<file path="src/rtl/mac_fifo_pkg.sv">
// Shared definitions for the MAC output-FIFO read side: FSM states and
// default FIFO geometry.
package mac_fifo_pkg;

    localparam int DATA_WIDTH   = 32;
    localparam int BUFFER_WIDTH = 2;
    localparam int BUFFER_SIZE  = 2 ** BUFFER_WIDTH;
    localparam int COUNT_WIDTH  = BUFFER_WIDTH + 1;

    typedef enum logic [1:0] {
        IDLE  = 2'd0,
        BURST = 2'd1,
        FLUSH = 2'd2
    } drain_state_e;

endpackage

</file>
<file path="src/rtl/fifo_out_drain_if.sv">
// Bundle of the FIFO-side read signals, the downstream beat handshake and
// the flush request/acknowledge. master = drain controller, slave = its
// environment (FIFO plus downstream consumer).
interface fifo_out_drain_if #(
    parameter int DataWidth  = mac_fifo_pkg::DATA_WIDTH,
    parameter int BufferSize = mac_fifo_pkg::BUFFER_SIZE
) ();

    logic [BufferSize-1:0] ReadyM;
    logic [DataWidth-1:0]  DataOut2;
    logic                  Pop2;
    logic                  FlushReq;
    logic                  OutValid;
    logic [DataWidth-1:0]  OutData;
    logic                  OutLast;
    logic                  OutReady;
    logic                  FlushDone;

    modport master (
        input  ReadyM, DataOut2, FlushReq, OutReady,
        output Pop2, OutValid, OutData, OutLast, FlushDone
    );

    modport slave (
        output ReadyM, DataOut2, FlushReq, OutReady,
        input  Pop2, OutValid, OutData, OutLast, FlushDone
    );

endinterface

</file>
<file path="src/rtl/Pointer.sv">
// Wrapping FIFO pointer; advances by one on each enable.
module Pointer #(
    parameter int WIDTH = 2
) (
    input  logic             clk,
    input  logic             rst,
    input  logic             EN,
    output logic [WIDTH-1:0] Ptr
);

    logic [WIDTH-1:0] ptr_q;

    // Increment on enable; wraps naturally from all-ones back to zero.
    always_ff @(posedge clk) begin
        if (!rst) begin
            ptr_q <= '0;
        end else if (EN) begin
            ptr_q <= ptr_q + WIDTH'(1);
        end
    end

    assign Ptr = ptr_q;

endmodule

</file>
<file path="src/rtl/ready_count.sv">
// Combinational population count of the FIFO per-slot valid flags.
module ready_count #(
    parameter int N  = 4,
    parameter int CW = 3
) (
    input  logic [N-1:0]  ReadyM,
    output logic [CW-1:0] Count
);

    // Sum the valid flags into a CW-bit occupancy.
    always_comb begin
        Count = '0;
        for (int i = 0; i < N; i++) begin
            Count = Count + CW'(ReadyM[i]);
        end
    end

endmodule

</file>
<file path="src/rtl/fifo_out_drain.sv">
// Read-side controller for the MAC output FIFO: pops fixed-length bursts
// once enough words are present, drains a partial remainder on a sticky
// flush request, and presents each word on a registered valid/ready port.
module fifo_out_drain
    import mac_fifo_pkg::*;
#(
    parameter int DataWidth   = DATA_WIDTH,
    parameter int BufferWidth = BUFFER_WIDTH,
    parameter int BufferSize  = BUFFER_SIZE,
    parameter int BurstLen    = 2
) (
    input  logic            clk,
    input  logic            rst,
    fifo_out_drain_if.master bus
);

    localparam int CW = BufferWidth + 1;
    localparam logic [CW-1:0] BURST_LEN_C = CW'(BurstLen);

    drain_state_e         state_q, state_d;
    logic [BufferWidth-1:0] rd_ptr;
    logic [CW-1:0]        occ;
    logic [CW-1:0]        remain_q, remain_d;
    logic                 flush_pend_q, flush_pend_d;
    logic                 out_valid_q, out_last_q, flush_beat_q, flush_done_q;
    logic [DataWidth-1:0] out_data_q;
    logic                 head_valid, slot_free, pop;
    logic                 start_burst, start_flush, empty_flush, flush_accepted;

    ready_count #(.N(BufferSize), .CW(CW)) u_ready_count (
        .ReadyM (bus.ReadyM),
        .Count  (occ)
    );

    // Mirror of the FIFO head pointer; both reset together so they agree.
    Pointer #(.WIDTH(BufferWidth)) u_rd_ptr (
        .clk (clk),
        .rst (rst),
        .EN  (pop),
        .Ptr (rd_ptr)
    );

    assign head_valid = bus.ReadyM[rd_ptr];
    assign slot_free  = ~out_valid_q | bus.OutReady;

    // State register.
    always_ff @(posedge clk) begin
        if (!rst) begin
            state_q <= IDLE;
        end else begin
            state_q <= state_d;
        end
    end

    // Next state: a full burst wins over a pending flush; an empty flush
    // completes in place without leaving IDLE.
    always_comb begin
        state_d     = state_q;
        start_burst = 1'b0;
        start_flush = 1'b0;
        empty_flush = 1'b0;
        case (state_q)
            IDLE: begin
                if (occ >= BURST_LEN_C) begin
                    state_d     = BURST;
                    start_burst = 1'b1;
                end else if (flush_pend_q && occ != '0) begin
                    state_d     = FLUSH;
                    start_flush = 1'b1;
                end else if (flush_pend_q) begin
                    empty_flush = 1'b1;
                end
            end
            BURST, FLUSH: begin
                if (pop && remain_q == CW'(1)) begin
                    state_d = IDLE;
                end
            end
            default: state_d = IDLE;
        endcase
    end

    // Pop only a valid head into a free output slot while beats remain;
    // gated by reset so nothing leaves the FIFO while it is being cleared.
    always_comb begin
        pop = rst && (state_q != IDLE) && head_valid && slot_free
              && (remain_q != '0);
    end

    assign flush_accepted = out_valid_q & bus.OutReady & out_last_q & flush_beat_q;

    // Beat budget and sticky flush request; a new request in the same cycle
    // as a clear is kept so it is not lost.
    always_comb begin
        remain_d = remain_q;
        if (start_burst) begin
            remain_d = BURST_LEN_C;
        end else if (start_flush) begin
            remain_d = occ;
        end else if (pop) begin
            remain_d = remain_q - CW'(1);
        end
        flush_pend_d = (flush_pend_q & ~(start_flush | empty_flush)) | bus.FlushReq;
    end

    // Control registers for the beat budget and flush request.
    always_ff @(posedge clk) begin
        if (!rst) begin
            remain_q     <= '0;
            flush_pend_q <= 1'b0;
        end else begin
            remain_q     <= remain_d;
            flush_pend_q <= flush_pend_d;
        end
    end

    // Output beat register: load on pop, drop valid once accepted; data and
    // last are held while the consumer stalls.
    always_ff @(posedge clk) begin
        if (!rst) begin
            out_valid_q  <= 1'b0;
            out_data_q   <= '0;
            out_last_q   <= 1'b0;
            flush_beat_q <= 1'b0;
            flush_done_q <= 1'b0;
        end else begin
            flush_done_q <= flush_accepted | empty_flush;
            if (pop) begin
                out_valid_q  <= 1'b1;
                out_data_q   <= bus.DataOut2;
                out_last_q   <= (remain_q == CW'(1));
                flush_beat_q <= (state_q == FLUSH);
            end else if (bus.OutReady) begin
                out_valid_q <= 1'b0;
            end
        end
    end

    assign bus.Pop2      = pop;
    assign bus.OutValid  = out_valid_q;
    assign bus.OutData   = out_data_q;
    assign bus.OutLast   = out_last_q;
    assign bus.FlushDone = flush_done_q;

endmodule

</file>
<file path="src/flat_wrapper.sv">
// flat-port wrapper written by rule: the top's interface ports become plain ports
module fifo_out_drain_flat import mac_fifo_pkg::*;
#(
    parameter int DataWidth   = DATA_WIDTH,
    parameter int BufferWidth = BUFFER_WIDTH,
    parameter int BufferSize  = BUFFER_SIZE,
    parameter int BurstLen    = 2
)
  (clk, rst, bus_ReadyM, bus_DataOut2, bus_FlushReq, bus_OutReady, bus_Pop2, bus_OutValid, bus_OutData, bus_OutLast, bus_FlushDone);
  fifo_out_drain_if #(.DataWidth(DataWidth), .BufferSize(BufferSize)) bus_i ();
  input  logic clk;
  input  logic rst;
  input wire logic [$bits(bus_i.ReadyM)-1:0] bus_ReadyM;
  input wire logic [$bits(bus_i.DataOut2)-1:0] bus_DataOut2;
  input wire logic [$bits(bus_i.FlushReq)-1:0] bus_FlushReq;
  input wire logic [$bits(bus_i.OutReady)-1:0] bus_OutReady;
  output wire logic [$bits(bus_i.Pop2)-1:0] bus_Pop2;
  output wire logic [$bits(bus_i.OutValid)-1:0] bus_OutValid;
  output wire logic [$bits(bus_i.OutData)-1:0] bus_OutData;
  output wire logic [$bits(bus_i.OutLast)-1:0] bus_OutLast;
  output wire logic [$bits(bus_i.FlushDone)-1:0] bus_FlushDone;
  assign bus_i.ReadyM = bus_ReadyM;
  assign bus_i.DataOut2 = bus_DataOut2;
  assign bus_i.FlushReq = bus_FlushReq;
  assign bus_i.OutReady = bus_OutReady;
  assign bus_Pop2 = bus_i.Pop2;
  assign bus_OutValid = bus_i.OutValid;
  assign bus_OutData = bus_i.OutData;
  assign bus_OutLast = bus_i.OutLast;
  assign bus_FlushDone = bus_i.FlushDone;
  fifo_out_drain #(.DataWidth(DataWidth), .BufferWidth(BufferWidth), .BufferSize(BufferSize), .BurstLen(BurstLen)) u_core (.clk(clk), .rst(rst), .bus(bus_i));
endmodule
</file>
<file path="config.mk">
export PLATFORM = sky130hd
export DESIGN_NAME = fifo_out_drain_flat
export DESIGN_NICKNAME = d
export VERILOG_FILES = /design/src/rtl/mac_fifo_pkg.sv /design/src/rtl/fifo_out_drain_if.sv /design/src/rtl/Pointer.sv /design/src/rtl/ready_count.sv /design/src/rtl/fifo_out_drain.sv /design/src/flat_wrapper.sv
export SDC_FILE = /design/constraint.sdc
export NUM_CORES = 1
export LEC_CHECK = 0
export CORE_MARGIN = 5
export CORE_UTILIZATION = 45
export DETAILED_ROUTE_END_ITERATION = 8
export PLACE_DENSITY = 0.87
export SYNTH_ARGS = -nofsm -noshare
export SYNTH_HDL_FRONTEND = slang
export SYNTH_SLANG_ARGS = --single-unit
export TNS_END_PERCENT = 20
</file>
<file path="constraint.sdc">
create_clock -name clk -period 3.3 [get_ports clk]
set_input_delay 0.99 -clock clk [delete_from_list [all_inputs] [get_ports clk]]
set_output_delay 0.99 -clock clk [all_outputs]
set_load 0.01 [all_outputs]
</file>
# Word-level counts from Yosys, hierarchy flattened
# Index checks and enable logic that the tools add are counted.
[totals]
mem_count = 0
regBits = 44
output_inout_bits = 36
ramBits = 0
latch_bits = 0
rom_bits = 0
elab_cells = 69
[op_classes]
reduce_logical = 16
shift = 0
mul = 0
add_sub_neg = 5
magnitude_cmp = 2
bitwise = 11
div = 0
eq_ne = 5
mux = 20
[ops]
columns = ["cell", "n"]
rows = [
  ["2-to-1 mux 1 bit", 12],
  ["nonzero test 3 bit", 3],
  ["2-to-1 mux 2 bit", 4],
  ["logical AND 1 bit", 6],
  ["2-to-1 mux 3 bit", 2],
  ["nonzero test 2 bit", 3],
  ["bitwise AND 1 bit", 4],
  ["OR 1 bit", 4],
  ["case mux 2 bit (2 select lines)", 1],
  ["OR reduction 2 bit", 2],
  ["adder 2 x 1 -> 3 bit", 1],
  ["adder 3 x 1 -> 3 bit", 1],
  ["== test 3 x 1 -> 1 bit, second input constant", 1],
  [">= comparator 3 x 2 -> 1 bit, second input constant", 1],
  ["< comparator 2 x 3 -> 1 bit, second input constant", 1],
  ["!= test 3 x 1 -> 1 bit, second input constant", 1],
  ["inverter 1 bit", 3],
  ["subtractor 3 x 1 -> 3 bit, second input constant", 1],
  ["adder 1 x 1 -> 2 bit", 1],
  ["adder 2 x 1 -> 2 bit, second input constant", 1],
  ["binary-select mux 1 bit (select 2 bit)", 1],
  ["== test 2 x 1 -> 1 bit, second input constant", 1],
  ["== test 2 bit, second input constant", 1],
  ["zero test 2 bit", 1],
  ["other kinds (2)", 2],
]

# Depth between registers and ports, before layout
# Gate-level depths: netlist of run 1.
[logic_depth]
depth_word = 12
mapped_depth = 10

# By module
# A second synthesis of run 1 with hierarchy kept.
[unflattened]
cells_unflattened = 214
hier_area_um2 = 1929.4
[by_module_without_submodules]
columns = ["mod", "n_inst", "cells_each", "area_per_inst_um2"]
rows = [
  ["fifo_out_drain", 1, 198, 1786.7],
  ["Pointer", 1, 8, 78.8],
  ["ready_count", 1, 8, 63.8],
]

# Worst setup path after synthesis of run 1
# No wires, ideal clock.
[synth_path]
kind = "input -> register"
from = "input bus_ReadyM[0]"
to = "register u_core.remain_q[1]"
path_slack_ns = 0.358
arrival_ns = 2.819
required_time_ns = 3.177
stages = 10
path_buffers = 0
path_cell_list = "inv_1 > fa_1 > inv_1 > ha_1 > inv_1 > ha_1 > or3_1 > nand2b_1 > o2111a_1 > a211oi_2"
[synth_between]
elab_chain_len = 10
elab_cells_between_ends = 19
cone_classes = "3 x add/sub; 1 x order compare; 9 x mux; 6 x reduce/logical"
[synth_lines]
columns = ["element", "line", "source"]
rows = [
  ["start, declared", "flat_wrapper.sv:13", "input wire logic [$bits(bus_i.ReadyM)-1:0] bus_ReadyM;"],
  ["parallel branches: the longest is 10 deep, another holds adder 2 x 1 -> 3 bit", "-", ""],
  ["end signal, assigned", "fifo_out_drain.sv:112", "remain_q <= remain_d;"],
  ["end, declared", "fifo_out_drain.sv:23", "logic [CW-1:0] remain_q, remain_d;"],
]
# Several ways; the timed one is not identified. The select of a mux whose other input is x is not followed.
# A chain may end at the register's enable or synchronous reset.

# Final worst setup path of run 1
[layout_path]
from = "input bus_ReadyM[1]"
to = "output bus_Pop2"
[layout_between]
elab_chain_len = 5
[layout_lines]
columns = ["element", "line", "source"]
rows = [
  ["binary-select mux 1 bit (select 2 bit)", "fifo_out_drain.sv:43", "assign head_valid = bus.ReadyM[rd_ptr];"],
  ["2-to-1 mux 1 bit (not written as such)", "fifo_out_drain.sv:43", ""],
  ["logical AND 1 bit (2 in a row)", "fifo_out_drain.sv:86", "pop = rst && (state_q != IDLE) && head_valid && slot_free"],
  ["logical AND 1 bit", "fifo_out_drain.sv:87", "&& (remain_q != '0);"],
  ["end, declared", "flat_wrapper.sv:17", "output wire logic [$bits(bus_i.Pop2)-1:0] bus_Pop2;"],
]
# Every way passes these cells. The select of a mux whose other input is x is not followed.

==> flow_summary.json, run 1 <==
{
  "grt_pass1_wl_um": 6980,
  "grtUsageTotal_pct": 13.8,
  "syn_inst": 224,
  "avgSynthCellArea_um2": 9.45,
  "initial_core_util_pct": 45.7,
  "grt_pass1_vias": 1609,
  "numCtsBuffers": 5,
  "syn_nets": 273,
  "p_leak_nw": 1.06,
  "final_nets": 355,
  "setup_tns_ns": 0,
  "clk_latency_ns": 0.29,
  "fmax_ghz": 0.315,
  "finish.utilization_pct": 64.8,
  "synthArstFlopShare_pct": 0,
  "antenna_found_initial": 0,
  "routabilityCongestion": 0.759,
  "cp_num_buf_inv": 3,
  "min_period_ns": 3.17,
  "fp.dieW_um": 78.6,
  "via_per_inst": 4.79,
  "crit_path_start_kind": "input port",
  "ys_ff_latch": 44,
  "firstDrtPassIters": 4,
  "cp_cell_sequence": "clkdlybuf4s50_1 > mux4_2 > nand4_4 > inv_4 > clkbuf_2",
  "cts_max_level": 2,
  "cts_sinks": 44,
  "final-setup-viol-count": 0,
  "path_class": "in -> out",
  "min_path_type": "reg -> reg",
  "clockRootBuffer": "clkbuf_8",
  "power.share.switching_pct": 25.5,
  "yosys_warnings": 0,
  "critPathArrivalTime_ns": 2.18,
  "vias": 1723,
  "relSlewSlack_pct": 73.4,
  "die_y_um": 78.6,
  "cp_slowest_cell": "mux4_2",
  "intPower_uw": 825,
  "clkTransAtPathRegs_ns": 0.07,
  "coreArea_um2": 4630,
  "dieArea_um2": 6170,
  "cts_tree": "yes",
  "finalWirelength_um": 4400,
  "drive_above_1_share_pct": 20.3,
  "rows": 25,
  "synth.distinct_cells": 38,
  "hold_buffers": 0,
  "p_per_area_nw_per_um2": 369,
  "status": "finished, final reports clean",
  "pwr-share-comb_pct": 21.2,
  "hold_viol_final": 0,
  "area_delta_synth_final_pct": 41.9,
  "holdWs_ns": 0.460,
  "synth-edff-count": 0,
  "grt_overflow": 0,
  "ir_worst_vdd_uv": 217,
  "drv_slew": 0,
  "clockPowerShare_pct": 28.2,
  "crit_family": "buffers and inverters",
  "fin_crit_sh_pct": 96.2,
  "critPathRequiredTime_ns": 2.31,
  "grt_max_degree": 45,
  "rsz0062_at_grt": "no",
  "io_pins": 76,
  "drtIter0Drc": 58,
  "synth_seq_area_share_pct": 41.6,
  "p_switching_uw": 283,
  "avgRoutedWirePerCell_um": 12.2,
  "worstMarginPinSlew_ns": 0.399,
  "port_buffers": 75,
  "ant_nets": 0,
  "syn_area_um2": 2120,
  "antennaDiodeCount": 0,
  "cap_violations": 0,
  "drc": 0,
  "synthFlopType": "dfxtp_1",
  "max_stage_delay_ns": 0.51,
  "hpwl_um": 3240,
  "cts_buffer_depth": 2,
  "p_seq_share_pct": 50.6,
  "skew_ns": 0.00788,
  "cp-end-kind": "output pin",
  "cp_max_fo": 2
}
synthesized netlist by cell type, types with 2 or more instances:
master,count,area [um^2]
nor3_1,2,10.0
nand2_1,68,255
nand2b_1,3,18.8
o21ai_0,4,20.0
a21oi_1,3,15.0
buf_2,2,10.0
a21boi_0,6,45.0
a211oi_2,2,25.0
nand2_2,4,25.0
dfxtp_1,44,881
clkbuf_1,5,18.8
nor2_1,2,7.51
o21a_1,2,15.0
ha_1,8,100
inv_1,12,45.0
and2_1,2,12.5
buf_12,3,60.1
nand4_1,3,18.8
xnor2_1,2,17.5
a21boi_2,29,327
cells in the final DEF, fill, tap and decap left out, types with 2 or more instances in the layout:
| cell | count |
|---|---|
| buf_4 | 12 |
| and2_1 | 2 |
| ha_1 | 8 |
| a211oi_2 | 2 |
| nand4_1 | 3 |
| nand2b_1 | 2 |
| o21ai_0 | 4 |
| nand2_2 | 4 |
| nand2_1 | 68 |
| a21boi_2 | 29 |
| clkbuf_8 | 5 |
| dfxtp_1 | 44 |
| xnor2_1 | 2 |
| clkdlybuf4s50_1 | 74 |
| o21a_1 | 2 |
| a21boi_0 | 6 |
| a21oi_1 | 2 |
| nor2_1 | 2 |
| nor3_1 | 2 |
| inv_1 | 12 |
cell type report:
cell class,instances,area [um^2]
timing repair buffer,87,836
multi-input combinational,155,1080
sequential,44,881
clock inverter,2,12.5
tap,54,67.6
clock buffer,5,68.8
fill,397,1630
inverter,13,51.3
power by group through the flow:
stage / clock network (mW) / logic [mW] / registers (mW)
after CTS: 0.330 / 0.232 / 0.560
after global placement: 0 / 0.229 / 0.572
final: 0.312 / 0.235 / 0.560
after floorplan: 0 / 0.125 / 0.576
after global routing: 0.347 / 0.258 / 0.563
after detailed placement: 0 / 0.230 / 0.573
through the flow:
stage	std cells	power [mW]	instance area, um^2	setup slack, ns
floorplan	224	0.702	2120	0.358
CTS	360	1.12	2990	0.00526
global placement	353	0.801	2910	-0.234
finish	360	1.11	3000	0.126
detailed placement	353	0.803	2910	-0.252
global route	360	1.17	3000	0.0294
path summary, 6_finish.rpt:
check / cells past startpoint / endpoint / slack [ns] / start
worst max-delay path: 5 / bus_Pop2 / 0.13 / bus_ReadyM[1]
worst max register to register: 8 / u_core.remain_q[0]$_SDFFE_PP0P_ / 1.37 / u_core.state_q[0]$_SDFFE_PN0P_
worst min-delay path: 2 / u_core.bus.OutData[2]$_SDFFE_PN0P_ / 0.46 / u_core.bus.OutData[2]$_SDFFE_PN0P_
worst min register to register: 2 / u_core.bus.OutData[2]$_SDFFE_PN0P_ / 0.46 / u_core.bus.OutData[2]$_SDFFE_PN0P_
what timing repair did:
item,4_1_cts,5_1_grt
setup buffers,0,0
endpoints found under the setup margin,1,5
pin swaps,1,0
gates resized for setup,2,4
registers in the layout, summed over array words and instances (netlist names):
name / count
u_core.remain_q: 3
u_core.u_rd_ptr.Ptr: 2
u_core.bus.OutLast: 1
u_core.flush_pend_q: 1
u_core.flush_beat_q: 1
u_core.bus.FlushDone: 1
u_core.bus.OutValid: 1
u_core.state_q: 2
u_core.bus.OutData: 32
worst min-delay path, cell delays in order (launching register included):
cell	delay [ns]
dfxtp_1	0.32
nand2_2	0.06
a21boi_2	0.04
routing by layer:
layer | wire [um] | GRT usage (%) | up-vias
li1 | - | - | 898
met5 | 0 | 0 | -
met1 | 1920 | 15.9 | 777
met2 | 2250 | 25.8 | 46
met4 | 14 | 2.62 | 0
met3 | 216 | 3.44 | 2
kinds of logic (layout without fill, tap and decap cells):
| group | count (synthesis) | count (layout) | synth area share (%) |
|---|---|---|---|
| buf+inv | 25 | 107 | 7.87 |
| simple gates | 91 | 91 | 19.3 |
| xor+xnor | 2 | 2 | 0.828 |
| mux | 2 | 2 | 1.54 |
| fa+ha+maj | 9 | 9 | 5.68 |
| compound gates | 51 | 51 | 23.2 |
| flops | 44 | 44 | 41.6 |
Note: power is estimated with default switching activity, not from simulation.
==> run 2, diff against run 1 <==
--- a/config.mk
+++ b/config.mk
@@ -9,6 +9,7 @@
 export CORE_UTILIZATION = 45
 export DETAILED_ROUTE_END_ITERATION = 8
 export PLACE_DENSITY = 0.87
+export SLEW_MARGIN = 20
 export SYNTH_ARGS = -nofsm -noshare
 export SYNTH_HDL_FRONTEND = slang
 export SYNTH_SLANG_ARGS = --single-unit
==> results of run 2 <==
No change in the layout: final DEF, timing and power equal those of run 1.
